File: config.mk
export PLATFORM = sky130hd
export DESIGN_NAME = ft245_out_arbiter
export DESIGN_NICKNAME = d
export VERILOG_FILES = /design/src/rtl/ft245_pkg.sv /design/src/rtl/ft245_rr_pick.sv /design/src/rtl/ft245_out_arbiter.sv
export SDC_FILE = /design/constraint.sdc
export NUM_CORES = 1
export LEC_CHECK = 0
export ABC_AREA = 1
export BUFFER_PORTS_ARGS = -buffer_cell sky130_fd_sc_hd__buf_2
export CELL_PAD_IN_SITES_DETAIL_PLACEMENT = 1
export CELL_PAD_IN_SITES_GLOBAL_PLACEMENT = 2
export CORE_AREA = 8 8 104 87
export CTS_CLUSTER_DIAMETER = 30
export DETAILED_ROUTE_END_ITERATION = 10
export DIE_AREA = 0 0 112 95
export HOLD_SLACK_MARGIN = 0.1
export PLACE_DENSITY_LB_ADDON = 0.1
export SETUP_SLACK_MARGIN = 0.05
export SYNTH_ARGS = -nofsm -noshare
export SYNTH_HDL_FRONTEND = slang
export SYNTH_SLANG_ARGS = --single-unit
export TNS_END_PERCENT = 5
File: constraint.sdc
create_clock -name clk -period 1.4 [get_ports clk]
set_clock_uncertainty 0.05 [all_clocks]
set_input_delay 0.14 -clock clk [delete_from_list [all_inputs] [get_ports clk]]
set_output_delay 0.14 -clock clk [all_outputs]
set_load 0.01 [all_outputs]
File: src/rtl/ft245_pkg.sv
// ft245_pkg
// Shared definitions for the FT245 out-FIFO arbiter slice.
//   arb_state_t : arbiter FSM encoding (ARB_IDLE / ARB_XFER)
//   GRANT_W     : width of grant index / round-robin pointer (up to 4 sources)
package ft245_pkg;

  localparam int GRANT_W = 2;

  typedef enum logic {
    ARB_IDLE = 1'b0,
    ARB_XFER = 1'b1
  } arb_state_t;

endpackage

File: src/rtl/ft245_rr_pick.sv
// ft245_rr_pick
// Combinational round-robin picker: returns the first requesting index
// strictly after the pointer, wrapping modulo NUM_REQ.  Because the search
// starts one past the pointer, the pointer's own index is considered last.
// Ports:
//   req  in  NUM_REQ   request vector
//   ptr  in  GRANT_W   index of the previous winner
//   any  out 1         at least one request present
//   idx  out GRANT_W   winning index (0 when no request)
module ft245_rr_pick
  import ft245_pkg::*;
#(
  parameter int NUM_REQ = 2
) (
  input  logic [NUM_REQ-1:0] req,
  input  logic [GRANT_W-1:0] ptr,
  output logic               any,
  output logic [GRANT_W-1:0] idx
);

  // Scan from the farthest candidate back to the nearest so that the
  // nearest requester after the pointer is the last (winning) assignment.
  always_comb begin
    any = |req;
    idx = '0;
    for (int k = NUM_REQ; k >= 1; k--) begin
      for (int j = 0; j < NUM_REQ; j++) begin
        if (((int'(ptr) + k) % NUM_REQ) == j && req[j]) begin
          idx = GRANT_W'(j);
        end
      end
    end
  end

endmodule

File: src/rtl/ft245_out_arbiter.sv
// ft245_out_arbiter
// Packet-atomic round-robin arbiter sharing the FT245 sync FIFO out-FIFO
// write port among NUM_REQ byte sources.  A granted source keeps the port
// until its last byte; a watchdog releases a source that stalls mid-packet.
// Ports:
//   clk, rst_n        host clock, async active-low reset
//   req_valid/last    per-source byte valid and last-of-packet marker
//   req_data          per-source byte, source i at [8*i+7:8*i]
//   req_ready         per-source accept (valid & ready = byte taken)
//   out_fifo_wr/data  write strobe and byte to the out FIFO
//   out_fifo_full     out FIFO full, blocks writes
//   grant_idx         current / most recent granted source
//   busy              packet in progress
//   wd_abort          one-cycle pulse after a watchdog release
//   byte_count        free-running count of bytes written (wraps)
module ft245_out_arbiter
  import ft245_pkg::*;
#(
  parameter int NUM_REQ   = 2,
  parameter int WD_CYCLES = 255
) (
  input  logic                 clk,
  input  logic                 rst_n,
  input  logic [NUM_REQ-1:0]   req_valid,
  input  logic [8*NUM_REQ-1:0] req_data,
  input  logic [NUM_REQ-1:0]   req_last,
  output logic [NUM_REQ-1:0]   req_ready,
  output logic                 out_fifo_wr,
  output logic [7:0]           out_fifo_data,
  input  logic                 out_fifo_full,
  output logic [GRANT_W-1:0]   grant_idx,
  output logic                 busy,
  output logic                 wd_abort,
  output logic [15:0]          byte_count
);

  localparam logic [7:0] WD_LAST = 8'(WD_CYCLES - 1);

  arb_state_t         state, state_nxt;
  logic [GRANT_W-1:0] rr_ptr;
  logic [7:0]         wd_cnt;
  logic               pick_any;
  logic [GRANT_W-1:0] pick_idx;
  logic               sel_valid, sel_last;
  logic [7:0]         sel_data;
  logic               wd_fire;
  logic               idle_tick;

  ft245_rr_pick #(.NUM_REQ(NUM_REQ)) u_pick (
    .req (req_valid),
    .ptr (rr_ptr),
    .any (pick_any),
    .idx (pick_idx)
  );

  // Route the granted source's valid/last/data onto a single set of wires.
  always_comb begin
    sel_valid = 1'b0;
    sel_last  = 1'b0;
    sel_data  = 8'h00;
    for (int i = 0; i < NUM_REQ; i++) begin
      if (grant_idx == GRANT_W'(i)) begin
        sel_valid = req_valid[i];
        sel_last  = req_last[i];
        sel_data  = req_data[8*i +: 8];
      end
    end
  end

  // Stalls caused by a full FIFO are not the source's fault, so only
  // source-idle cycles with room in the FIFO feed the watchdog.
  assign idle_tick = (state == ARB_XFER) && !sel_valid && !out_fifo_full;

  // Next state and the combinational write-port outputs.  Nothing is
  // accepted in IDLE, which gives the one-cycle arbitration bubble.
  always_comb begin
    state_nxt     = state;
    req_ready     = '0;
    out_fifo_wr   = 1'b0;
    out_fifo_data = 8'h00;
    wd_fire       = 1'b0;
    case (state)
      ARB_IDLE: begin
        if (pick_any) state_nxt = ARB_XFER;
      end
      ARB_XFER: begin
        for (int i = 0; i < NUM_REQ; i++) begin
          if (grant_idx == GRANT_W'(i)) req_ready[i] = !out_fifo_full;
        end
        out_fifo_wr   = sel_valid && !out_fifo_full;
        out_fifo_data = out_fifo_wr ? sel_data : 8'h00;
        wd_fire       = idle_tick && (wd_cnt == WD_LAST);
        if ((out_fifo_wr && sel_last) || wd_fire) state_nxt = ARB_IDLE;
      end
      default: state_nxt = ARB_IDLE;
    endcase
  end

  // State register.
  always_ff @(posedge clk or negedge rst_n) begin
    if (!rst_n) state <= ARB_IDLE;
    else        state <= state_nxt;
  end

  // Grant and round-robin pointer update only when a new packet is granted;
  // grant_idx therefore holds the last winner while idle.
  always_ff @(posedge clk or negedge rst_n) begin
    if (!rst_n) begin
      grant_idx <= '0;
      rr_ptr    <= GRANT_W'(NUM_REQ - 1);
    end else if (state == ARB_IDLE && pick_any) begin
      grant_idx <= pick_idx;
      rr_ptr    <= pick_idx;
    end
  end

  // Byte counter, watchdog counter and the registered abort pulse.
  always_ff @(posedge clk or negedge rst_n) begin
    if (!rst_n) begin
      wd_cnt     <= 8'h00;
      byte_count <= 16'h0000;
      wd_abort   <= 1'b0;
    end else begin
      wd_abort <= wd_fire;
      if (out_fifo_wr) begin
        byte_count <= byte_count + 16'd1;
        wd_cnt     <= 8'h00;
      end else if (idle_tick) begin
        wd_cnt <= wd_fire ? 8'h00 : wd_cnt + 8'd1;
      end else if (state == ARB_IDLE) begin
        wd_cnt <= 8'h00;
      end
    end
  end

  assign busy = (state == ARB_XFER);

endmodule

==> impl_metrics.py, run 1 <==
metrics = {
    "synth": {
        "yosysTopAreaCell": "dfrtp_1",
        "synth-seq-cells": 28,
        "netlist_area_mm2": 0.00172,
        "synth_top_area_frac": 0.394,
        "ys.warnings.count": 0,
        "synth.distinct_cells": 26,
        "avgSynthCellArea_um2": 7.01,
        "syn_inst": 245,
        "yosysSeqAreaShare": 0.409,
        "synth.area.top_cells": "dfrtp_1 39%, nand2_1 20%, inv_1 7.0%",
        "syn-num-nets": 271,
    },
    "status": {
        "violations": "negative setup slack",
        "status": "finished with violations",
    },
    "critical_path": {
        "cp-end-kind": "primary output",
        "cpPeakStageDelay_ps": 450,
        "r2r_slack_ps": -70,
        "rr_startpoint": "grant_idx[0]",
        "cp-startpoint": "grant_idx[0]",
        "cpMaxStageDelayCell": "dfrtp_2",
        "required_ps": 1210,
        "setup.worst_path.end": "out_fifo_data[6]",
        "r2r_cells": 7,
        "critPathKind": "reg2out",
        "critical_path_arrival_ps": 1340,
        "timing.rr.end": "byte_count[12]",
        "path_cells": "buf_6 > inv_4 > buf_12 > nand2_1 > a21oi_2 > buf_2",
        "setup.worst_path.start_class": "flip-flop",
        "critPathMaxFanout": 8,
    },
    "sta": {
        "fin_hold_ws_ps": 113,
        "rsz0062_at_grt": "true",
        "setup_ws_ps": -134,
        "fmax_ghz": 0.652,
        "slew_violations": 0,
        "hold_viol_final": 0,
        "fin_crit_sh": 1.10,
        "setup-violations-final": 20,
        "min_period_ps": 1530,
        "fin_tns_setup_ps": -1450,
    },
    "die": {
        "die_h_um": 95,
        "rows": 28,
        "io_pins": 54,
        "die_area_mm2": 0.0106,
        "initial_core_util": 0.236,
        "core_area_mm2": 0.00729,
        "die_w_um": 112,
    },
    "power_and_ir_drop": {
        "seq_power_share": 0.326,
        "power_leakage_nw": 1.33,
        "clock_power_share": 0.156,
        "power_switching_mw": 1.30,
        "combPwrFrac": 0.518,
        "cellPowerDensity_mw_per_mm2": 1310,
        "max-vdd-ir-drop_mv": 0.716,
        "switching_share": 0.388,
        "p_int_mw": 2.04,
    },
    "routing": {
        "via_count": 1799,
        "drcViolationCount": 0,
        "drt_pre_antenna_iters": 4,
        "final_antenna_net_count": 0,
        "routed_via_density": 4.25,
        "routedWlPerCell_um": 12.7,
        "wirelength_mm": 5.38,
        "first_iter_violations": 42,
    },
    "place": {
        "placement.io_buffers": 52,
        "dpl.hpwl_mm": 4.38,
        "gp_congestion": 0.713,
    },
    "job": {
        "cap_violations": 0,
    },
    "clock_network": {
        "clock_path_buffers": 2,
        "clk_pin_slew_ps": 90,
        "h-tree-depth": 1,
        "cts_tree": "done",
        "cts.sinks": 28,
        "clk_latency_ps": 280,
        "cts_inserted_buffers": 3,
        "root_buffer": "clkbuf_8",
    },
    "finish": {
        "final_cell_mix": "88 x nand2_1, 51 x buf_2, 30 x buf_4",
        "nets": 360,
        "syn2layout_area_growth_pct": 48.0,
        "diodes": 0,
        "final_common_cell": "nand2_1",
        "drive_gt1_frac": 0.372,
    },
    "global_routing": {
        "grt_max_degree": 16,
        "grt.total_usage": 0.108,
        "grt_pass1_vias": 1959,
        "grt_overflow": 0,
        "antenna_found_initial": 0,
        "grt_pass1_wl_mm": 9.38,
    },
    "min_path": {
        "hold_path_class": "in2reg",
    },
}
cells by family after synthesis:
| kind of cell | synth area share |
|---|---|
| simple gates | 0.360 |
| buf+inv | 0.0867 |
| flops | 0.409 |
| compound gates | 0.0692 |
| xor+xnor | 0.0510 |
| fa+ha+maj | 0.0219 |
| other cells | 0.00218 |
power groups by stage:
stage / Clock [mW] / Sequential, mW / Combinational [mW]
CTS: 0.560 / 1.08 / 1.70
global route: 0.588 / 1.11 / 1.93
global placement: 0 / 1.10 / 1.51
floorplan: 0 / 1.17 / 0.632
detailed placement: 0 / 1.09 / 1.50
finish: 0.521 / 1.09 / 1.73
how the worst min path moves through the flow:
stage	start	end	slack (ps)	cells after the start
after floorplan	rst_n	busy	-210	0
final	req_valid[1]	rr_ptr[0]	110	3
after detailed placement	rst_n	byte_count[4]	50	1
after global placement	rst_n	byte_count[4]	50	1
after CTS	req_valid[1]	rr_ptr[0]	110	3
after global routing	req_valid[1]	rr_ptr[0]	130	3
per-stage QoR:
| stage | area (µm²) | setup WS, ps | total power [mW] | utilization | cells |
|---|---|---|---|---|---|
| floorplan | 1720 | 50.5 | 1.80 | - | 245 |
| global placement | 2330 | -75.0 | 2.61 | 0.320 | 414 |
| detailed placement | 2330 | -98.7 | 2.59 | 0.320 | 414 |
| CTS | 2490 | -157 | 3.34 | 0.342 | 423 |
| global route | 2540 | -227 | 3.64 | 0.349 | 423 |
| finish | 2540 | -134 | 3.34 | 0.349 | 423 |
sequential cells by signal (all words and copies together), names as in the netlist:
signal / flops
wd_cnt: 8
byte_count: 16
wd_abort: 1
busy: 1
grant_idx: 1
rr_ptr: 1
repair_timing:
action | CTS | global route
endpoints found under the setup margin | 31 | 37
buffers inserted | 4 | 0
endpoints found under the hold margin | 27 | 0
pin swaps | 7 | 7
hold buffers | 1 | 0
resized for setup | 14 | 15
per-layer routing:
| layer | wire (µm) | up-vias | share of wire | track usage |
|---|---|---|---|---|
| li1 | - | 937 | - | - |
| met1 | 2720 | 818 | 0.51 | 0.140 |
| met2 | 2240 | 40 | 0.42 | 0.170 |
| met3 | 359 | 4 | 0.067 | 0.0389 |
| met4 | 52 | 0 | 0.0097 | 0.0269 |
| met5 | 0 | - | 0 | 0 |
cells in the mapped netlist:
library cell / number
nand2_1: 92
inv_1: 32
dfrtp_1: 27
nor2_1: 21
nand3_1: 12
a21oi_1: 11
nand4_1: 8
xor2_1: 7
nor2_4: 4
o21ai_0: 4
ha_1: 3
o21ai_1: 3
xnor2_1: 3
buf_2: 2
inv_2: 2
nand2_2: 2
nand3b_1: 2
o22ai_1: 2
buf_4: 1
clkbuf_1: 1
conb_1: 1
dfstp_2: 1
nor2_2: 1
nor3_1: 1
o211ai_1: 1
o21ai_2: 1
area by class of cell:
class                           count  area, µm²
Fill cell                         925       4750
Multi-Input combinational cell    179        955
Sequential cell                    28        704
Timing Repair Buffer               88        584
Inverter                           34        130
Tap cell                           90        113
Clock buffer                        4       55.1
critical path: cells and delay by family, from the launching register on:
family	cells	cell delay [ps]
flops	1	450
buf+inv	4	440
simple gates	1	60
compound gates	1	110
No activity file was read; power rests on OpenSTA's default activity.
==> inputs of run 2 (changes only) <==
CORE_AREA = 8 8 99 83   (was 8 8 104 87)
DIE_AREA = 0 0 107 91   (was 0 0 112 95)
clock period = 1.55 ns   (was 1.4 ns; I/O delays follow)
==> run 2 against run 1 <==
The flow now finishes without violations. Global-route usage rose by 0.87 points. Register-to-register slack gained 120 ps. Die area is 8.5% lower. Sequential share of layout area up 2.6 points. Count of clock-buffer cells in the layout stayed put. Via count is 2.0% lower. Combinational power down 25%. Final cell count down 4.5%. Worst hold slack improved by 19 ps. First-iteration DRC count stayed put.
==> impl_metrics.py, run 2 (synthesis results as in run 1) <==
metrics = {
    "clock_network": {
        "clk_pin_slew_ps": 100,
        "clk_latency_ps": 280,
        "clock_path_buffers": 2,
        "cts_tree": "done",
        "root_buffer": "clkbuf_8",
        "h-tree-depth": 1,
        "cts_inserted_buffers": 3,
        "cts.sinks": 28,
    },
    "sta": {
        "min_period_ps": 1510,
        "setup-violations-final": 0,
        "hold_viol_final": 0,
        "setup_ws_ps": 40.5,
        "fmax_ghz": 0.662,
        "fin_tns_setup_ps": 0,
        "slew_violations": 0,
        "fin_crit_sh": 0.974,
        "rsz0062_at_grt": "true",
    },
    "power_and_ir_drop": {
        "seq_power_share": 0.365,
        "power_leakage_nw": 1.21,
        "power_switching_mw": 1.12,
        "switching_share": 0.414,
        "power_mw": 2.70,
        "combPwrFrac": 0.477,
        "max-vdd-ir-drop_mv": 0.537,
        "cellPowerDensity_mw_per_mm2": 1170,
        "clock_power_share": 0.159,
        "p_int_mw": 1.58,
    },
    "critical_path": {
        "critPathMaxFanout": 6,
        "r2r_slack_ps": 50,
        "required_ps": 1340,
        "critical_path_arrival_ps": 1300,
        "setup.worst_path.start_class": "flip-flop",
        "cp-end-kind": "primary output",
        "critPathKind": "reg2out",
    },
    "finish": {
        "top_regs": "byte_count: 16 flops, wd_cnt: 8 flops",
        "diodes": 0,
        "syn2layout_area_growth_pct": 35.1,
        "nFillCells": 863,
        "largest-register": "byte_count",
        "largest_register_ffs": 16,
        "drive_gt1_frac": 0.306,
        "fin_cells": 404,
        "final_cell_mix": "91 x nand2_1, 52 x buf_2, 30 x inv_1",
        "nets": 344,
        "final_common_cell": "nand2_1",
    },
    "die": {
        "die_area_mm2": 0.00974,
        "core_area_mm2": 0.00666,
        "initial_core_util": 0.258,
        "rows": 27,
        "die_w_um": 107,
        "die_h_um": 91,
        "io_pins": 54,
    },
    "global_routing": {
        "gr-usage-met3": 0.0403,
        "grtUsageMet1": 0.150,
        "antenna_found_initial": 0,
        "grt_overflow": 0,
        "grt.total_usage": 0.117,
        "top_usage_layer": "met2",
        "grt_pass1_wl_mm": 9.40,
        "grt_max_degree": 29,
        "grt_use_met2": 0.186,
        "grt_pass1_vias": 1952,
    },
    "routing": {
        "wirelength_mm": 5.46,
        "routed_via_density": 4.36,
        "routedWlPerCell_um": 13.5,
        "drcViolationCount": 0,
        "drt_pre_antenna_iters": 4,
        "final_antenna_net_count": 0,
        "via_count": 1763,
        "first_iter_violations": 42,
    },
    "place": {
        "place_inst": 391,
        "gp_congestion": 0.746,
        "placement.io_buffers": 52,
        "dpl.hpwl_mm": 4.13,
        "post-place-ws_ps": 52.1,
    },
    "min_path": {
        "hold_path_class": "in2reg",
    },
    "status": {
        "status": "complete, no violations",
    },
    "job": {
        "cap_violations": 0,
    },
}
-- run 2: path summary, 6_finish.rpt --
| path | endpoint | cells past startpoint | start |
|---|---|---|---|
| max in group asynchronous | rr_ptr[0] | 3 | rst_n |
| worst max register to register | byte_count[6] | 6 | grant_idx[0] |
| min in group asynchronous | byte_count[11] | 3 | rst_n |
| worst min-delay path | rr_ptr[0] | 3 | req_valid[1] |
| worst min register to register | rr_ptr[0] | 2 | rr_ptr[0] |
| worst max-delay path | out_fifo_data[5] | 5 | grant_idx[0] |
-- run 2: power by group through the flow --
| stage | Clock, mW | Sequential [mW] | Combinational (mW) |
|---|---|---|---|
| after global routing | 0.478 | 1.01 | 1.46 |
| after floorplan | 0 | 1.05 | 0.567 |
| final | 0.428 | 0.986 | 1.29 |
| after CTS | 0.459 | 0.993 | 1.27 |
| after detailed placement | 0 | 0.999 | 1.10 |
| after global placement | 0 | 0.993 | 1.12 |
-- run 2: routing by layer --
| layer | wire, µm | share of wire |
|---|---|---|
| met4 | 41 | 0.0075 |
| met2 | 2390 | 0.44 |
| met3 | 376 | 0.069 |
| met5 | 0 | 0 |
| met1 | 2650 | 0.49 |
-- run 2: critical path, stage by stage (launching register included) --
cell and delay (ps):
dfrtp_2 460, buf_6 150, clkinvlp_4 100, nand2_1 60, a21oi_1 110, buf_2 140
-- run 2: final cells by class --
type / instances / area, µm² / area share
clock buffers: 4 / 45.0 / 0.0194
inverters: 34 / 131 / 0.0567
multi-input cells: 179 / 910 / 0.392
flip-flops and latches: 28 / 703 / 0.303
well taps: 87 / 109 / 0.0470
repair buffers: 71 / 413 / 0.178
repair inverters: 1 / 7.51 / 0.00324
-- run 2: what timing repair did --
| item | in CTS | in global routing |
|---|---|---|
| endpoints found under the setup margin | 11 | 32 |
| setup buffers | 4 | 2 |
| hold buffers | 1 | 0 |
| gates cloned | 2 | 0 |
| gates resized for setup | 9 | 9 |
| hold endpoints to repair | 27 | 0 |
| pin swaps | 2 | 4 |
-- run 2: per-stage QoR --
| stage | util | instance area [µm²] | hold slack [ps] |
|---|---|---|---|
| after detailed placement | 0.323 | 2150 | 155 |
| after floorplan | - | 1720 | -191 |
| after CTS | 0.342 | 2280 | 127 |
| final | 0.348 | 2320 | 132 |
| after global placement | 0.323 | 2150 | 152 |
| after global routing | 0.348 | 2320 | 158 |
